<file path="src/rtl/fetch_pkg.sv">
// Shared definitions for the instruction fetch stage and its neighbours.
//   fetch_state_t : fetch FSM state encoding
//   NOP_INSTR     : instruction register contents after reset (addi x0, x0, 0)
//   PC_STEP       : sequential PC increment in bytes
//   XLEN          : datapath width, shared with the decoder and ALU
package fetch_pkg;

    localparam int unsigned XLEN = 32;

    localparam logic [XLEN-1:0] NOP_INSTR = 32'h0000_0013;
    localparam logic [XLEN-1:0] PC_STEP   = 32'd4;

    typedef enum logic [1:0] {
        FETCH   = 2'd0,
        WAIT    = 2'd1,
        FULL    = 2'd2,
        DISCARD = 2'd3
    } fetch_state_t;

endpackage

</file>
<file path="src/rtl/instruction_fetch.sv">
// Instruction fetch stage: owns the PC, issues one-at-a-time word reads to instruction
// memory, holds the returned word in a single-entry instruction register and hands it to
// the decoder with a valid/ready handshake. Redirects replace the PC and discard any
// in-flight or held instruction from the old path.
//
// Ports:
//   clk, rst_n                     : clock (rising edge), async active-low reset
//   imem_req_valid/ready/addr      : read request to instruction memory (word aligned)
//   imem_rsp_valid/data            : read response, earliest one cycle after acceptance
//   redirect_valid/redirect_pc     : taken branch/jump target (bits [1:0] ignored)
//   instr_valid/ready, instr       : held instruction to the decoder
//   instr_pc                       : PC of the held instruction
module instruction_fetch
    import fetch_pkg::*;
#(
    parameter logic [XLEN-1:0] RESET_PC = 32'h0000_0000
) (
    input  logic            clk,
    input  logic            rst_n,
    output logic            imem_req_valid,
    input  logic            imem_req_ready,
    output logic [XLEN-1:0] imem_req_addr,
    input  logic            imem_rsp_valid,
    input  logic [XLEN-1:0] imem_rsp_data,
    input  logic            redirect_valid,
    input  logic [XLEN-1:0] redirect_pc,
    output logic            instr_valid,
    input  logic            instr_ready,
    output logic [XLEN-1:0] instr,
    output logic [XLEN-1:0] instr_pc
);

    fetch_state_t    state_q, state_d;
    logic [XLEN-1:0] pc_q, pc_d;
    logic            ivalid_q, ivalid_d;
    logic [XLEN-1:0] instr_q, instr_d;
    logic [XLEN-1:0] ipc_q, ipc_d;
    logic [XLEN-1:0] redirect_target;

    assign redirect_target = {redirect_pc[XLEN-1:2], 2'b00};

    always_comb begin
        state_d  = state_q;
        pc_d     = pc_q;
        ivalid_d = ivalid_q;
        instr_d  = instr_q;
        ipc_d    = ipc_q;

        case (state_q)
            FETCH: begin
                if (redirect_valid) begin
                    pc_d = redirect_target;
                    // An accepted old-path request still owes one response.
                    state_d = imem_req_ready ? DISCARD : FETCH;
                end else if (imem_req_ready) begin
                    state_d = WAIT;
                end
            end
            WAIT: begin
                if (redirect_valid) begin
                    pc_d    = redirect_target;
                    state_d = imem_rsp_valid ? FETCH : DISCARD;
                end else if (imem_rsp_valid) begin
                    instr_d  = imem_rsp_data;
                    ipc_d    = pc_q;
                    ivalid_d = 1'b1;
                    pc_d     = pc_q + PC_STEP;
                    state_d  = FULL;
                end
            end
            FULL: begin
                if (redirect_valid) begin
                    ivalid_d = 1'b0;
                    pc_d     = redirect_target;
                    state_d  = FETCH;
                end else if (instr_ready) begin
                    ivalid_d = 1'b0;
                    state_d  = FETCH;
                end
            end
            DISCARD: begin
                if (redirect_valid) begin
                    pc_d = redirect_target;
                end
                // The stale response is dropped whether or not a redirect coincides;
                // only one response is ever owed.
                if (imem_rsp_valid) begin
                    state_d = FETCH;
                end
            end
            default: begin
                state_d = FETCH;
            end
        endcase
    end

    always_ff @(posedge clk or negedge rst_n) begin
        if (!rst_n) begin
            state_q  <= FETCH;
            pc_q     <= RESET_PC;
            ivalid_q <= 1'b0;
            instr_q  <= NOP_INSTR;
            ipc_q    <= RESET_PC;
        end else begin
            state_q  <= state_d;
            pc_q     <= pc_d;
            ivalid_q <= ivalid_d;
            instr_q  <= instr_d;
            ipc_q    <= ipc_d;
        end
    end

    // Gated by rst_n so no request is visible while reset is held.
    assign imem_req_valid = (state_q == FETCH) && rst_n;
    assign imem_req_addr  = pc_q;
    assign instr_valid    = ivalid_q;
    assign instr          = instr_q;
    assign instr_pc       = ipc_q;

endmodule
</file>
<file path="config.mk">
export PLATFORM = sky130hd
export DESIGN_NAME = instruction_fetch
export DESIGN_NICKNAME = d
export VERILOG_FILES = /design/src/rtl/fetch_pkg.sv /design/src/rtl/instruction_fetch.sv
export SDC_FILE = /design/constraint.sdc
export NUM_CORES = 1
export LEC_CHECK = 0
export CAP_MARGIN = 10
export CORE_MARGIN = 1
export CORE_UTILIZATION = 40
export CTS_BUF_LIST = sky130_fd_sc_hd__clkbuf_16
export DETAILED_ROUTE_END_ITERATION = 16
export DONT_BUFFER_PORTS = 1
export HOLD_SLACK_MARGIN = 0.12
export SETUP_SLACK_MARGIN = 0.3
export SLEW_MARGIN = 30
export SYNTH_ARGS = -nofsm -noshare
export SYNTH_HDL_FRONTEND = slang
export SYNTH_SLANG_ARGS = --single-unit
</file>
<file path="constraint.sdc">
create_clock -name clk -period 3.65 [get_ports clk]
set_input_delay 0.73 -clock clk [delete_from_list [all_inputs] [get_ports clk]]
set_output_delay 0.73 -clock clk [all_outputs]
set_load 0.02 [all_outputs]
</file>
==> run summary, run 1 <==
### Synthesis
* **count of flip-flops with a built-in enable after synthesis** 0
* **post-synthesis sequential area ratio** 54.9%
* **cell area after synthesis** 4330 sq um
* **top-count cell post-synth** sky130_fd_sc_hd__dfrtp_1
* **most common library cells after synthesis** sky130_fd_sc_hd__dfrtp_1 (92), sky130_fd_sc_hd__mux2_2 (62), sky130_fd_sc_hd__nor2_1 (21), sky130_fd_sc_hd__o21ai_0 (17), sky130_fd_sc_hd__nand2_1 (16)
* **Most used DFF post-synth** sky130_fd_sc_hd__dfrtp_1
* **largest area contributor in the synthesized netlist** sky130_fd_sc_hd__dfrtp_1
* **proportion of netlist area held by the largest area contributor** 53.1%
* **flip-flop and latch count after synthesis** 95
* **Post-Syn Instances** 365
* **warning count from the yosys run** 0
* **Synth async-reset ratio** 100%
* **ranking of synthesized cells by area** sky130_fd_sc_hd__dfrtp_1 (53%), sky130_fd_sc_hd__mux2_2 (16%), sky130_fd_sc_hd__a31oi_1 (2.2%)
* **number of distinct standard cells referenced by the synthesized netlist** 47
* **mean area per synthesized cell** 11.9 sq um

### Worst setup path
* **worst reg2reg path endpoint** instr[15]$_DFFE_PN0P_
* **critical path class** reg2reg
* **Reg-to-Reg Start** state_q[1]$_DFFE_PN0P_
* **number of cells on the worst reg-to-reg path** 5
* **worst setup path start** state_q[1]$_DFFE_PN0P_
* **Crit path arrival time** 2.41 ns
* **kind of end point of the critical path** flop
* **worst-path fanout max** 41
* **required time reported for the critical path endpoint** 3.88 ns
* **startpoint types** flop
* **minimum setup slack among reg-to-reg paths** 1.47 ns

### Drt
* **ratio of routed vias to standard cells** 5.77
* **detailed router's first-iteration violation count** 88
* **routed wire length** 9.80 mm
* **Routed Antenna Nets** 0
* **post-detailed-route DRC marker count** 0
* **drt first pass iters** 4
* **vias after detailed routing** 2915
* **average wire length per cell after detail routing** 19.4 um

### CTS
* **clock tree sinks** 95
* **worst skew pair latency** 0.34 ns
* **post-CTS clock slew at the launch and capture registers of the worst setup and hold paths** 0.07 ns
* **TritonCTS clock tree** yes
* **Post CTS Setup Buffer Count** 0
* **number of buffers on the longest clock path** 2
* **number of H-tree levels** 3
* **number of clock buffers inserted by TritonCTS** 9
* **root buffer cell** sky130_fd_sc_hd__clkbuf_16

### STA
* **sum of negative setup slack** 0 ns
* **ratio of final minimum period to clock period** 59.8%
* **Fin Clk Skew** 0.00744 ns
* **Worst Setup Slack, final** 1.47 ns
* **RSZ-0062 raised after global routing** false
* **number of hold-slack violations in the final timing report** 0
* **Max-slew headroom** 42.8%
* **final hold slack** 0.224 ns
* **clock period minus worst slack** 2.18 ns
* **timing-limited maximum frequency** 458 MHz
* **slew at the pin closest to its max-slew limit** 0.851 ns
* **Max Transition Viols Final** 0
* **number of failing setup endpoints in the final timing report** 0

### GRT
* **wire length of the first global-routing pass** 15.6 mm
* **total congestion overflow** 0
* **initial antenna violation count** 1
* **via count of the first global-routing pass** 2974
* **maximum number of pins on one net before global-route repair** 93
* **overall global routing resource usage** 18.2%

### Die
* **initial cell density of the core** 41.6%
* **number of top-level pins** 168
* **number of standard-cell rows in the floorplan** 37
* **Floorplan Core Area** 10400 sq um
* **x dimension of the die** 106 um
* **total die area** 11300 sq um
* **die height** 106 um

### Pwr
* **sequential cell fraction of total power** 57.8%
* **switching share of power** 37.7%
* **areal power density over the cells** 820 nW/um^2
* **internal power** 2.45 mW
* **Gate power share** 16.0%
* **Worst VDD drop** 0.000339 V
* **clock share of power** 26.1%
* **NetSw** 1.48 mW
* **static power due to leakage** 1.92 nW

### Place
* **number of input and output port buffers inserted** 0
* **number of instances in the placed design** 487
* **HPWL Detailed** 6.93 mm
* **worst slack, placed** 1.22 ns
* **Final GP Congestion** 0.747

### Worst hold path
* **Worst Hold Class** in2async

### Cells and area
* **area growth from synthesis to layout** 10.6%
* **share of layout cells above drive strength 1** 25.5%
* **Non-Filler Instances** 505
* **net total in the final layout** 434

### Status
* **result of the run** finished, final reports clean

### Run
* **Max-cap violations** 0

==> cell families after synthesis <==
group	count (synthesis)	share of synthesized area (%)
multiplexers	64	16.6
AND/OR/NAND/NOR	107	14.1
buffers and inverters	32	3.70
XOR/XNOR	11	2.22
other	1	0.0865
adder cells (fa/ha/maj)	1	0.289
AO/OA/AOI/OAI	54	8.05
flip-flops	95	54.9
==> sequential cells by signal (all words and copies together) (netlist names) <==
signal	flops
instr_pc	30
imem_req_addr	30
state_q	2
instr	32
instr_valid	1
==> final cells by class <==
type | count | area, sq um
clock buffers | 9 | 225
repair buffers | 5 | 57.6
clock inverters | 7 | 104
inverters | 11 | 41.3
multi-input cells | 241 | 1810
fillers | 975 | 5620
diodes | 1 | 2.50
flip-flops and latches | 95 | 2380
well taps | 136 | 170
==> layer usage <==
layer / vias up / GRT usage (%) / share of wire, %
li1: 1349 / - / -
met1: 1438 / 22.9 / 42
met2: 111 / 28.4 / 48
met3: 17 / 6.32 / 8.0
met4: 0 / 8.13 / 2.3
met5: - / 0 / 0
==> worst max-delay path by stage <==
| stage | endpoint | cells after the start |
|---|---|---|
| after CTS | instr[12]$_DFFE_PN0P_ | 5 |
| after floorplan | imem_req_addr[19]$_DFFE_PN0P_ | 4 |
| after global routing | instr[15]$_DFFE_PN0P_ | 5 |
| after global placement | instr[28]$_DFFE_PN0P_ | 5 |
| after detailed placement | instr[13]$_DFFE_PN0P_ | 5 |
| final | instr[15]$_DFFE_PN0P_ | 5 |
==> metrics by stage <==
stage	util [%]	power, mW	instance area [sq um]
3_3_place_gp	42.6	2.88	4430
5_1_grt	46.0	4.14	4790
6_report	46.0	3.93	4790
3_5_place_dp	42.6	2.92	4430
4_1_cts	46.0	3.99	4790
2_1_floorplan	-	2.73	4350
==> cell usage in the layout, fill, tap and decap left out, types with 9 or more instances in the layout <==
cell / synthesis / final
sky130_fd_sc_hd__o21ai_0: 17 / 17
sky130_fd_sc_hd__a31oi_1: 15 / 15
sky130_fd_sc_hd__dfrtp_1: 92 / 92
sky130_fd_sc_hd__nand2_1: 16 / 16
sky130_fd_sc_hd__inv_1: 11 / 11
sky130_fd_sc_hd__nand4_1: 14 / 14
sky130_fd_sc_hd__mux2_2: 62 / 62
sky130_fd_sc_hd__nor2_1: 21 / 20
sky130_fd_sc_hd__nand3_1: 9 / 9
sky130_fd_sc_hd__clkbuf_16: 0 / 9
==> power by group through the flow <==
stage | combinational (mW) | clock [mW] | sequential [mW]
after global routing | 0.704 | 1.10 | 2.33
after CTS | 0.643 | 1.06 | 2.28
after detailed placement | 0.619 | 0 | 2.30
final | 0.630 | 1.03 | 2.27
after floorplan | 0.541 | 0 | 2.19
after global placement | 0.586 | 0 | 2.29
==> worst max-delay path, stage by stage (launching register included) <==
cell	delay [ns]
sky130_fd_sc_hd__dfrtp_1	0.43
sky130_fd_sc_hd__nand3b_1	0.41
sky130_fd_sc_hd__buf_4	0.28
sky130_fd_sc_hd__nor2_4	0.08
sky130_fd_sc_hd__buf_4	0.42
sky130_fd_sc_hd__mux2_2	0.40
==> repair_timing <==
| item | 4_1_cts | 5_1_grt |
|---|---|---|
| hold endpoints to repair | 92 | 0 |
| gates resized for setup | 0 | 0 |
| hold buffers | 1 | 0 |
(Power assumes the default switching activity.)
==> run 2, diff against run 1 <==
==> constraint.sdc (replaced) <==
create_clock -name clk -period 2.2 [get_ports clk]
set_input_delay 0.44 -clock clk [delete_from_list [all_inputs] [get_ports clk]]
set_output_delay 0.44 -clock clk [all_outputs]
set_load 0.02 [all_outputs]
==> run 2 against run 1 <==
The flow now finishes with violations (negative hold slack); register-to-register slack lost 1.1 ns; via count rose by 3.2%; worst hold slack got worse by 0.43 ns; clock skew about the same; first-iteration DRC count grew 93%; clock power up 44%; design area rose by 4.5%; core utilization rose by 2.1 points; fmax up 19%; non-clock buffer count grew 32; global-route usage up 0.43 points; sequential share of layout area fell by 2.0 points; critical endpoint is now instr[21]$_DFFE_PN0P_.
==> run summary, run 2 (synthesized netlist as in run 1, its figures left out) <==
### Status
* **result of the run** finished with violations
* **violated checks** negative hold slack

### CTS
* **clock tree sinks** 95
* **number of H-tree levels** 3
* **post-CTS clock slew at the launch and capture registers of the worst setup and hold paths** 0.07 ns
* **number of clock buffers inserted by TritonCTS** 9
* **root buffer cell** sky130_fd_sc_hd__clkbuf_16
* **worst skew pair latency** 0.34 ns
* **number of buffers on the longest clock path** 2
* **TritonCTS clock tree** yes

### STA
* **timing-limited maximum frequency** 545 MHz
* **number of hold-slack violations in the final timing report** 93
* **ratio of final minimum period to clock period** 83.3%
* **Max Transition Viols Final** 0
* **RSZ-0062 raised after global routing** true
* **Fin Clk Skew** 0.00787 ns
* **clock period minus worst slack** 1.83 ns
* **final hold slack** -0.210 ns
* **number of failing setup endpoints in the final timing report** 0
* **sum of negative setup slack** 0 ns
* **Worst Setup Slack, final** 0.366 ns

### GRT
* **maximum number of pins on one net before global-route repair** 97
* **layer carrying the most global-route usage** met2
* **total congestion overflow** 0
* **fraction of met1 tracks used by global routing** 25.0%
* **via count of the first global-routing pass** 3148
* **global-route met2 utilization** 29.5%
* **global-route met3 utilization** 4.72%
* **overall global routing resource usage** 18.6%
* **wire length of the first global-routing pass** 16.1 mm
* **initial antenna violation count** 1

### Worst setup path
* **worst reg2reg path endpoint** instr[21]$_DFFE_PN0P_
* **required time reported for the critical path endpoint** 2.43 ns
* **kind of end point of the critical path** flop
* **minimum setup slack among reg-to-reg paths** 0.37 ns
* **number of buffer and inverter stages on the critical path** 2
* **Reg-to-Reg Start** state_q[1]$_DFFE_PN0P_
* **worst-path fanout max** 28
* **Crit path arrival time** 2.06 ns
* **CP max stage cell** sky130_fd_sc_hd__dfrtp_2
* **critical path class** reg2reg
* **Largest stage delay, worst path** 0.42 ns
* **Most common cell on crit path** sky130_fd_sc_hd__buf_4
* **number of cells on the worst reg-to-reg path** 5
* **startpoint types** flop
* **sequence of cells on the critical path** nand3b_1 -> buf_4 -> nor2_4 -> buf_4 -> mux2_2
* **crit-path leading delay family** buffers and inverters

### Drt
* **post-detailed-route DRC marker count** 0
* **routed wire length** 10.1 mm
* **ratio of routed vias to standard cells** 5.60
* **average wire length per cell after detail routing** 18.9 um
* **vias after detailed routing** 3008
* **drt first pass iters** 4
* **Routed Antenna Nets** 0
* **detailed router's first-iteration violation count** 170

### Die
* **initial cell density of the core** 41.6%
* **total die area** 11300 sq um
* **x dimension of the die** 106 um
* **number of standard-cell rows in the floorplan** 37
* **number of top-level pins** 168
* **die height** 106 um
* **Floorplan Core Area** 10400 sq um

### Cells and area
* **area growth from synthesis to layout** 15.6%
* **net total in the final layout** 466
* **max FFs per register** 32
* **Non-Filler Cell Area, Final** 5010 sq um
* **Sequential cell area** 2390 sq um
* **fill cell total of the finished layout** 966
* **commonest non-fill, non-tap cells in the layout** sky130_fd_sc_hd__dfrtp_1 (88), sky130_fd_sc_hd__mux2_2 (62), sky130_fd_sc_hd__buf_4 (35), sky130_fd_sc_hd__nor2_1 (20), sky130_fd_sc_hd__o21ai_0 (17)
* **area of the multi-input gates** 1840 sq um
* **share of layout cells above drive strength 1** 33.5%
* **leading cell type in the layout, fill and taps excluded** sky130_fd_sc_hd__dfrtp_1

### Pwr
* **Worst VDD drop** 0.000609 V
* **static power due to leakage** 2.05 nW
* **areal power density over the cells** 1270 nW/um^2

### Place
* **worst slack, placed** 0.317 ns
* **cell area after placement** 4670 sq um
* **HPWL Detailed** 7.15 mm
* **Final GP Congestion** 0.771
* **number of input and output port buffers inserted** 0

### Worst hold path
* **Worst Hold Class** in2async

### Run
* **Max-cap violations** 0

-- run 2: cell count changes in the layout (fill, tap and decap cells not counted), sizes merged --
cell and change:
buf +32, bufinv -2, clkinv +3, clkinvlp -1
-- run 2: cell type report --
| cell class | instances | area share (%) |
|---|---|---|
| multi-input cells | 241 | 36.6 |
| clock buffers | 9 | 4.50 |
| repair buffers | 37 | 5.87 |
| well taps | 136 | 3.40 |
| inverters | 11 | 0.824 |
| clock inverters | 7 | 1.10 |
| diodes | 1 | 0.0500 |
| flip-flops and latches | 95 | 47.6 |
-- run 2: repair_timing --
item	CTS	global route
setup endpoints to repair	1	37
pin swaps	1	4
resized for setup	0	8
setup buffers	1	3
cloned	0	0
endpoints found under the hold margin	95	95
-- run 2: power by group --
part           leakage (nW)  internal [mW]  switching, mW  total (mW)
clock network         0.138          0.781          0.701        1.48
registers              1.12           2.43           1.21        3.64
logic                 0.794          0.719          0.540        1.26
total                  2.05           3.93           2.46        6.39
-- run 2: worst max path at each step --
stage                                  startpoint                             to  slack [ns]  cells past startpoint
detailed placement   imem_req_addr[2]$_DFFE_PN0P_  imem_req_addr[18]$_DFFE_PN0P_        0.32                      5
global placement           state_q[1]$_DFFE_PN0P_  imem_req_addr[19]$_DFFE_PN0P_        0.34                      4
CTS                        state_q[1]$_DFFE_PN0P_  imem_req_addr[19]$_DFFE_PN0P_        0.30                      4
finish                     state_q[1]$_DFFE_PN0P_          instr[21]$_DFFE_PN0P_        0.37                      5
floorplan            imem_req_addr[6]$_DFFE_PN0P_  imem_req_addr[19]$_DFFE_PN0P_        0.32                      4
global route        imem_req_addr[15]$_DFFE_PN0P_  imem_req_addr[29]$_DFFE_PN0P_        0.28                      4
-- run 2: worst reg2reg max path: stages, from the launching register on --
cell	delay (ns)
sky130_fd_sc_hd__dfrtp_2	0.42
sky130_fd_sc_hd__nand3b_1	0.22
sky130_fd_sc_hd__buf_4	0.23
sky130_fd_sc_hd__nor2_4	0.12
sky130_fd_sc_hd__buf_4	0.34
sky130_fd_sc_hd__mux2_2	0.40
-- run 2: per-stage QoR --
stage / utilization [%] / power (mW) / cells / hold slack [ns]
final: 48.1 / 6.39 / 537 / -0.210
after global routing: 48.1 / 6.73 / 536 / -0.235
after CTS: 47.6 / 6.43 / 533 / -0.224
after detailed placement: 44.8 / 4.92 / 516 / 0.147
after global placement: 44.8 / 4.86 / 516 / 0.147
after floorplan: - / 4.53 / 368 / 0.144
-- run 2: per-layer routing --
metal  routed length [um]  up-vias  share of wire, %
li1                     -     1408                 -
met1                 4370     1469                43
met2                 4900      118                48
met3                  716       13               7.1
met4                  136        0               1.3
met5                    0        -                 0
